$ cat src/rtl/memory_frontend.sv
// Load/store frontend: splits byte-addressed RISC-V loads/stores into backend word reads/writes.
// Latency: error 0 extra edges, SW 1, loads 2, SB/SH 3 (read-modify-write) edges to respValid.
// Backpressure: reqReady is high only in IDLE; one request in flight, none queued.
module memory_frontend (
   input  logic        clock,
   input  logic        reset,
   input  logic        reqValid,
   output logic        reqReady,
   input  logic        reqWrite,
   input  logic [2:0]  reqFunct3,
   input  logic [31:0] reqAddress,
   input  logic [31:0] reqWriteData,
   output logic        respValid,
   output logic [31:0] respData,
   output logic        respError,
   output logic [29:0] backendAddress,
   input  logic [31:0] backendDataOut,
   output logic [31:0] backendDataIn,
   output logic        backendWriteEnable
);

   typedef enum logic [1:0] {S_IDLE, S_ADDR, S_DATA, S_WRITE} state_t;

   state_t      r_state;
   state_t      w_next;
   logic [2:0]  r_funct3;
   logic [1:0]  r_offset;
   logic [15:0] r_wdata;
   logic        r_write;
   logic        r_resp_vld;
   logic        r_resp_err;
   logic [31:0] r_resp_dat;
   logic [29:0] r_be_addr;
   logic [31:0] r_be_din;
   logic        r_be_we;

   logic        w_accept;
   logic        w_error;
   logic        w_is_sw;
   logic [7:0]  w_byte;
   logic [15:0] w_half;
   logic [31:0] w_load;
   logic [31:0] w_merged;

   assign reqReady           = (r_state == S_IDLE);
   assign respValid          = r_resp_vld;
   assign respError          = r_resp_err;
   assign respData           = r_resp_dat;
   assign backendAddress     = r_be_addr;
   assign backendDataIn      = r_be_din;
   assign backendWriteEnable = r_be_we;

   assign w_accept = reqValid && (r_state == S_IDLE);
   assign w_is_sw  = reqWrite && (reqFunct3 == 3'b010);

   // Classify the incoming request as misaligned or illegal funct3
   always_comb begin
      w_error = 1'b1;
      if (reqWrite) begin
         case (reqFunct3)
            3'b000:  w_error = 1'b0;
            3'b001:  w_error = reqAddress[0];
            3'b010:  w_error = (reqAddress[1:0] != 2'b00);
            default: w_error = 1'b1;
         endcase
      end else begin
         case (reqFunct3)
            3'b000, 3'b100: w_error = 1'b0;
            3'b001, 3'b101: w_error = reqAddress[0];
            3'b010:         w_error = (reqAddress[1:0] != 2'b00);
            default:        w_error = 1'b1;
         endcase
      end
   end

   // Lane selection from the returned word; little-endian byte lanes
   assign w_byte = backendDataOut[{r_offset, 3'b000} +: 8];
   assign w_half = r_offset[1] ? backendDataOut[31:16] : backendDataOut[15:0];

   // Extend the selected lane; funct3[2] marks the unsigned variants
   always_comb begin
      w_load = backendDataOut;
      case (r_funct3[1:0])
         2'b00:   w_load = {{24{w_byte[7] & ~r_funct3[2]}}, w_byte};
         2'b01:   w_load = {{16{w_half[15] & ~r_funct3[2]}}, w_half};
         default: w_load = backendDataOut;
      endcase
   end

   // Merge the store byte/halfword into the old word, keeping other lanes
   always_comb begin
      w_merged = backendDataOut;
      if (r_funct3[0] == 1'b0) begin
         w_merged[{r_offset, 3'b000} +: 8] = r_wdata[7:0];
      end else if (r_offset[1]) begin
         w_merged[31:16] = r_wdata;
      end else begin
         w_merged[15:0] = r_wdata;
      end
   end

   // State register
   always_ff @(posedge clock or negedge reset) begin
      if (!reset) begin
         r_state <= S_IDLE;
      end else begin
         r_state <= w_next;
      end
   end

   // Next-state: SW skips the read, sub-word stores read then write
   always_comb begin
      w_next = r_state;
      case (r_state)
         S_IDLE: begin
            if (w_accept && !w_error) begin
               w_next = w_is_sw ? S_WRITE : S_ADDR;
            end
         end
         S_ADDR:  w_next = S_DATA;
         S_DATA:  w_next = r_write ? S_WRITE : S_IDLE;
         S_WRITE: w_next = S_IDLE;
         default: w_next = S_IDLE;
      endcase
   end

   // Request latching, backend drive and response generation
   always_ff @(posedge clock or negedge reset) begin
      if (!reset) begin
         r_funct3   <= 3'b000;
         r_offset   <= 2'b00;
         r_wdata    <= 16'h0000;
         r_write    <= 1'b0;
         r_resp_vld <= 1'b0;
         r_resp_err <= 1'b0;
         r_resp_dat <= 32'h0;
         r_be_addr  <= 30'h0;
         r_be_din   <= 32'h0;
         r_be_we    <= 1'b0;
      end else begin
         r_resp_vld <= 1'b0;
         case (r_state)
            S_IDLE: begin
               if (w_accept) begin
                  r_funct3 <= reqFunct3;
                  r_offset <= reqAddress[1:0];
                  r_wdata  <= reqWriteData[15:0];
                  r_write  <= reqWrite;
                  if (w_error) begin
                     // Rejected requests never touch the backend
                     r_resp_vld <= 1'b1;
                     r_resp_err <= 1'b1;
                     r_resp_dat <= 32'h0;
                  end else begin
                     r_be_addr <= reqAddress[31:2];
                     if (w_is_sw) begin
                        r_be_din <= reqWriteData;
                        r_be_we  <= 1'b1;
                     end
                  end
               end
            end
            S_DATA: begin
               if (r_write) begin
                  r_be_din <= w_merged;
                  r_be_we  <= 1'b1;
               end else begin
                  r_resp_vld <= 1'b1;
                  r_resp_err <= 1'b0;
                  r_resp_dat <= w_load;
               end
            end
            S_WRITE: begin
               r_be_we    <= 1'b0;
               r_resp_vld <= 1'b1;
               r_resp_err <= 1'b0;
               r_resp_dat <= 32'h0;
            end
            default: begin
            end
         endcase
      end
   end

endmodule

$ cat config.mk
export PLATFORM = sky130hd
export DESIGN_NAME = memory_frontend
export DESIGN_NICKNAME = d
export VERILOG_FILES = /design/src/rtl/memory_frontend.sv
export SDC_FILE = /design/constraint.sdc
export NUM_CORES = 1
export LEC_CHECK = 0
export ABC_AREA = 0
export CELL_PAD_IN_SITES_DETAIL_PLACEMENT = 1
export CELL_PAD_IN_SITES_GLOBAL_PLACEMENT = 2
export CORE_MARGIN = 2
export CORE_UTILIZATION = 30
export CTS_BUF_LIST = sky130_fd_sc_hd__clkbuf_8
export DETAILED_ROUTE_END_ITERATION = 8
export PLACE_DENSITY_LB_ADDON = 0.1
export SLEW_MARGIN = 20
export SYNTH_ARGS = -nofsm -noshare
export SYNTH_HDL_FRONTEND = slang
export SYNTH_SLANG_ARGS = --single-unit
$ cat constraint.sdc
create_clock -name clock -period 2.95 [get_ports clock]
set_input_delay 0.59 -clock clock [delete_from_list [all_inputs] [get_ports clock]]
set_output_delay 0.59 -clock clock [all_outputs]
set_load 0.005 [all_outputs]
==> reports/results.ini <==
[clocking]
numCtsBuffers = 17
cts_tree = built
cts_resized = 0
path_clk_slew_ns = 0.08
cts.sinks = 121
hold_buffers = 0
clock_latency_ns = 0.45
cts_max_path_buffers = 2
cts-root-buf = clkbuf_8
post_cts_buffers = 0
htreeDepth = 4

[timing]
holdWs_ns = 0.0603
tns_ns = 0
min_period_ns = 2.51
slew-limit-headroom_pct = 45.1
rsz0062_at_grt = no
maxSlewViolCount = 0
fmax_mhz = 398
hold_viol_final = 0
worst_pin_slew_ns = 0.824
finalWorstSetupSlack_ns = 0.440
fin_crit_sh_pct = 85.1
setup_viol = 0
finClkSkew_ns = 0.0103

[critical_path]
startpoint_type = flop
cp_top_family = flip-flops
path_depth = 6
endpoint_kind = flop
path_max_fanout = 21
cpMaxStageDelayCell = dfrtp_2
critPathKind = reg2reg
path_cells = inv_1 -> ha_1 -> nand2_1 -> nor3_2 -> a221oi_1 -> o31ai_1
r2r-start = r_offset[1]
ff2ff_path_depth = 6
path_buf_inv = 1
reg2reg_to = backendDataIn[14]
reg2reg_slack_ns = 0.44
max_stage_delay_ns = 0.64
cp.arrival_ns = 2.87
worstPathRequired_ns = 3.31

[floorplan]
start_util_pct = 30.7
core.rowCount = 52
core_area_mm2 = 0.0204
die_area_mm2 = 0.0220
die_x_um = 148
dieHeight_um = 148
ios = 201

[layout]
final_area_mm2 = 0.00907
nets = 860
diodes = 0
syn2layout_area_growth_pct = 45.1
finalNonFillerCells = 1035
mostFrequentLayoutCells = clkdlybuf4s50_1, dfrtp_1, mux2_2
drive_gt1_share_pct = 20.9
final_util_pct = 44.6
layout.cells.most_common = clkdlybuf4s50_1

[route]
drtPass1Iterations = 4
viasPerCell = 5.27
wl_per_cell_um = 22.9
drt_iter0_markers = 252
route.detailed.drc = 0
postRouteAntennaNets = 0
num_vias = 5455
wl_um = 23700

[yosys]
syn_nets = 660
ys_warn_count = 0
synth-seq-cells = 121
yosysUniqueCellTypes = 45
ys_seq_area_share_pct = 48.4
syn_avg_cell_area_um2 = 11.3
synth_area_mm2 = 0.00625
synth_cells = 552

[run_status]
status = finished clean

[place]
finalWeightedCongestion = 0.829
dpl_cell_area_mm2 = 0.00860
dp.cells = 1003
hpwl_um = 17400
io_buffers = 200
pre_cts_ws_ns = 0.402

[power_and_ir_drop]
p_leak_nw = 3.76
ir_drop_uv = 394
power_density_mw_per_mm2 = 1050
finalPower_mw = 9.57

[grt]
grt_pass1_vias = 5920
grt_pass1_wl_um = 36600
grt.total_usage_pct = 22.0
antenna_found_initial = 0
grt_overflow_total = 0
grt_max_degree = 66

[min_path]
hp-class = in2async

[run]
max-cap-violations = 0

==> power breakdown <==
group / internal (mW) / switching, mW / leakage [nW]
registers: 2.40 / 0.726 / 1.50
clock network: 1.03 / 0.775 / 0.230
logic: 2.50 / 2.13 / 2.03
==> worst max-delay path by stage <==
stage          slack, ns          from            endpoint
2_1_floorplan       0.80   r_offset[1]   backendDataIn[16]
3_3_place_gp        0.44  reqFunct3[0]   backendAddress[8]
3_5_place_dp        0.40  reqFunct3[0]  backendAddress[18]
4_1_cts             0.40   r_offset[1]   backendDataIn[13]
5_1_grt             0.26   r_offset[1]   backendDataIn[13]
6_report            0.44   r_offset[1]   backendDataIn[14]
==> registers in the layout (all words and copies together), names as in the netlist <==
name and cells:
respValid 1, respError 1, r_wdata 16, r_funct3 3, backendWriteEnable 1, r_offset 2, backendAddress 30, backendDataIn 32
r_write 1, r_state 2, respData 32
==> cell type report <==
cell class | count | area, um2
fill | 2192 | 11300
sequential | 121 | 3030
multi-input combinational | 380 | 2980
timing repair buffer | 225 | 2220
tap | 270 | 338
clock inverter | 15 | 238
clock buffer | 17 | 234
inverter | 7 | 26.3
==> routing by layer <==
layer  up-vias  GRT usage [%]  part of all wire, %  wire (um)
li1       2493              -                    -          -
met1      2780           29.7                   44      10500
met2       167           36.6                   49      11700
met3        15           4.05                  5.8       1370
met4         0           5.43                 0.91        216
met5         -              0                    0          0
==> cell usage after synthesis, drive strengths merged <==
library cell | count | area (um2)
o22ai | 32 | 200
a22o | 1 | 8.76
a2111o | 1 | 11.3
or4 | 1 | 11.3
o21a | 1 | 7.51
nor4 | 2 | 27.5
clkinv | 2 | 7.51
nor3b | 2 | 20.0
o31ai | 32 | 240
nand2 | 67 | 254
a21oi | 10 | 50.1
a31oi | 1 | 6.26
or2b | 1 | 7.51
a221o | 1 | 10.0
nor2 | 3 | 11.3
clkbuf | 17 | 65.1
and2 | 1 | 6.26
mux2i | 8 | 80.1
ha | 5 | 62.6
buf | 27 | 174
a22oi | 18 | 149
nor4b | 1 | 15.0
nor2b | 10 | 62.6
a32oi | 1 | 27.5
a221oi | 33 | 289
a32o | 9 | 90.1
nor3 | 2 | 15.0
and3b | 1 | 8.76
dfrtp | 121 | 3030
and3 | 1 | 6.26
nand2b | 17 | 106
or3b | 1 | 8.76
o21ai | 25 | 125
mux2 | 92 | 1040
inv | 5 | 18.8
==> cell families (layout without fill, tap and decap cells) <==
| group | after synthesis | in the layout | synth area share, % |
|---|---|---|---|
| multiplexers | 100 | 100 | 18.0 |
| adder cells (fa/ha/maj) | 5 | 5 | 1.00 |
| AO/OA/AOI/OAI | 165 | 165 | 19.4 |
| buffers and inverters | 51 | 264 | 4.24 |
| flip-flops | 121 | 121 | 48.4 |
| AND/OR/NAND/NOR | 110 | 110 | 8.96 |
(Power assumes the default switching activity.)
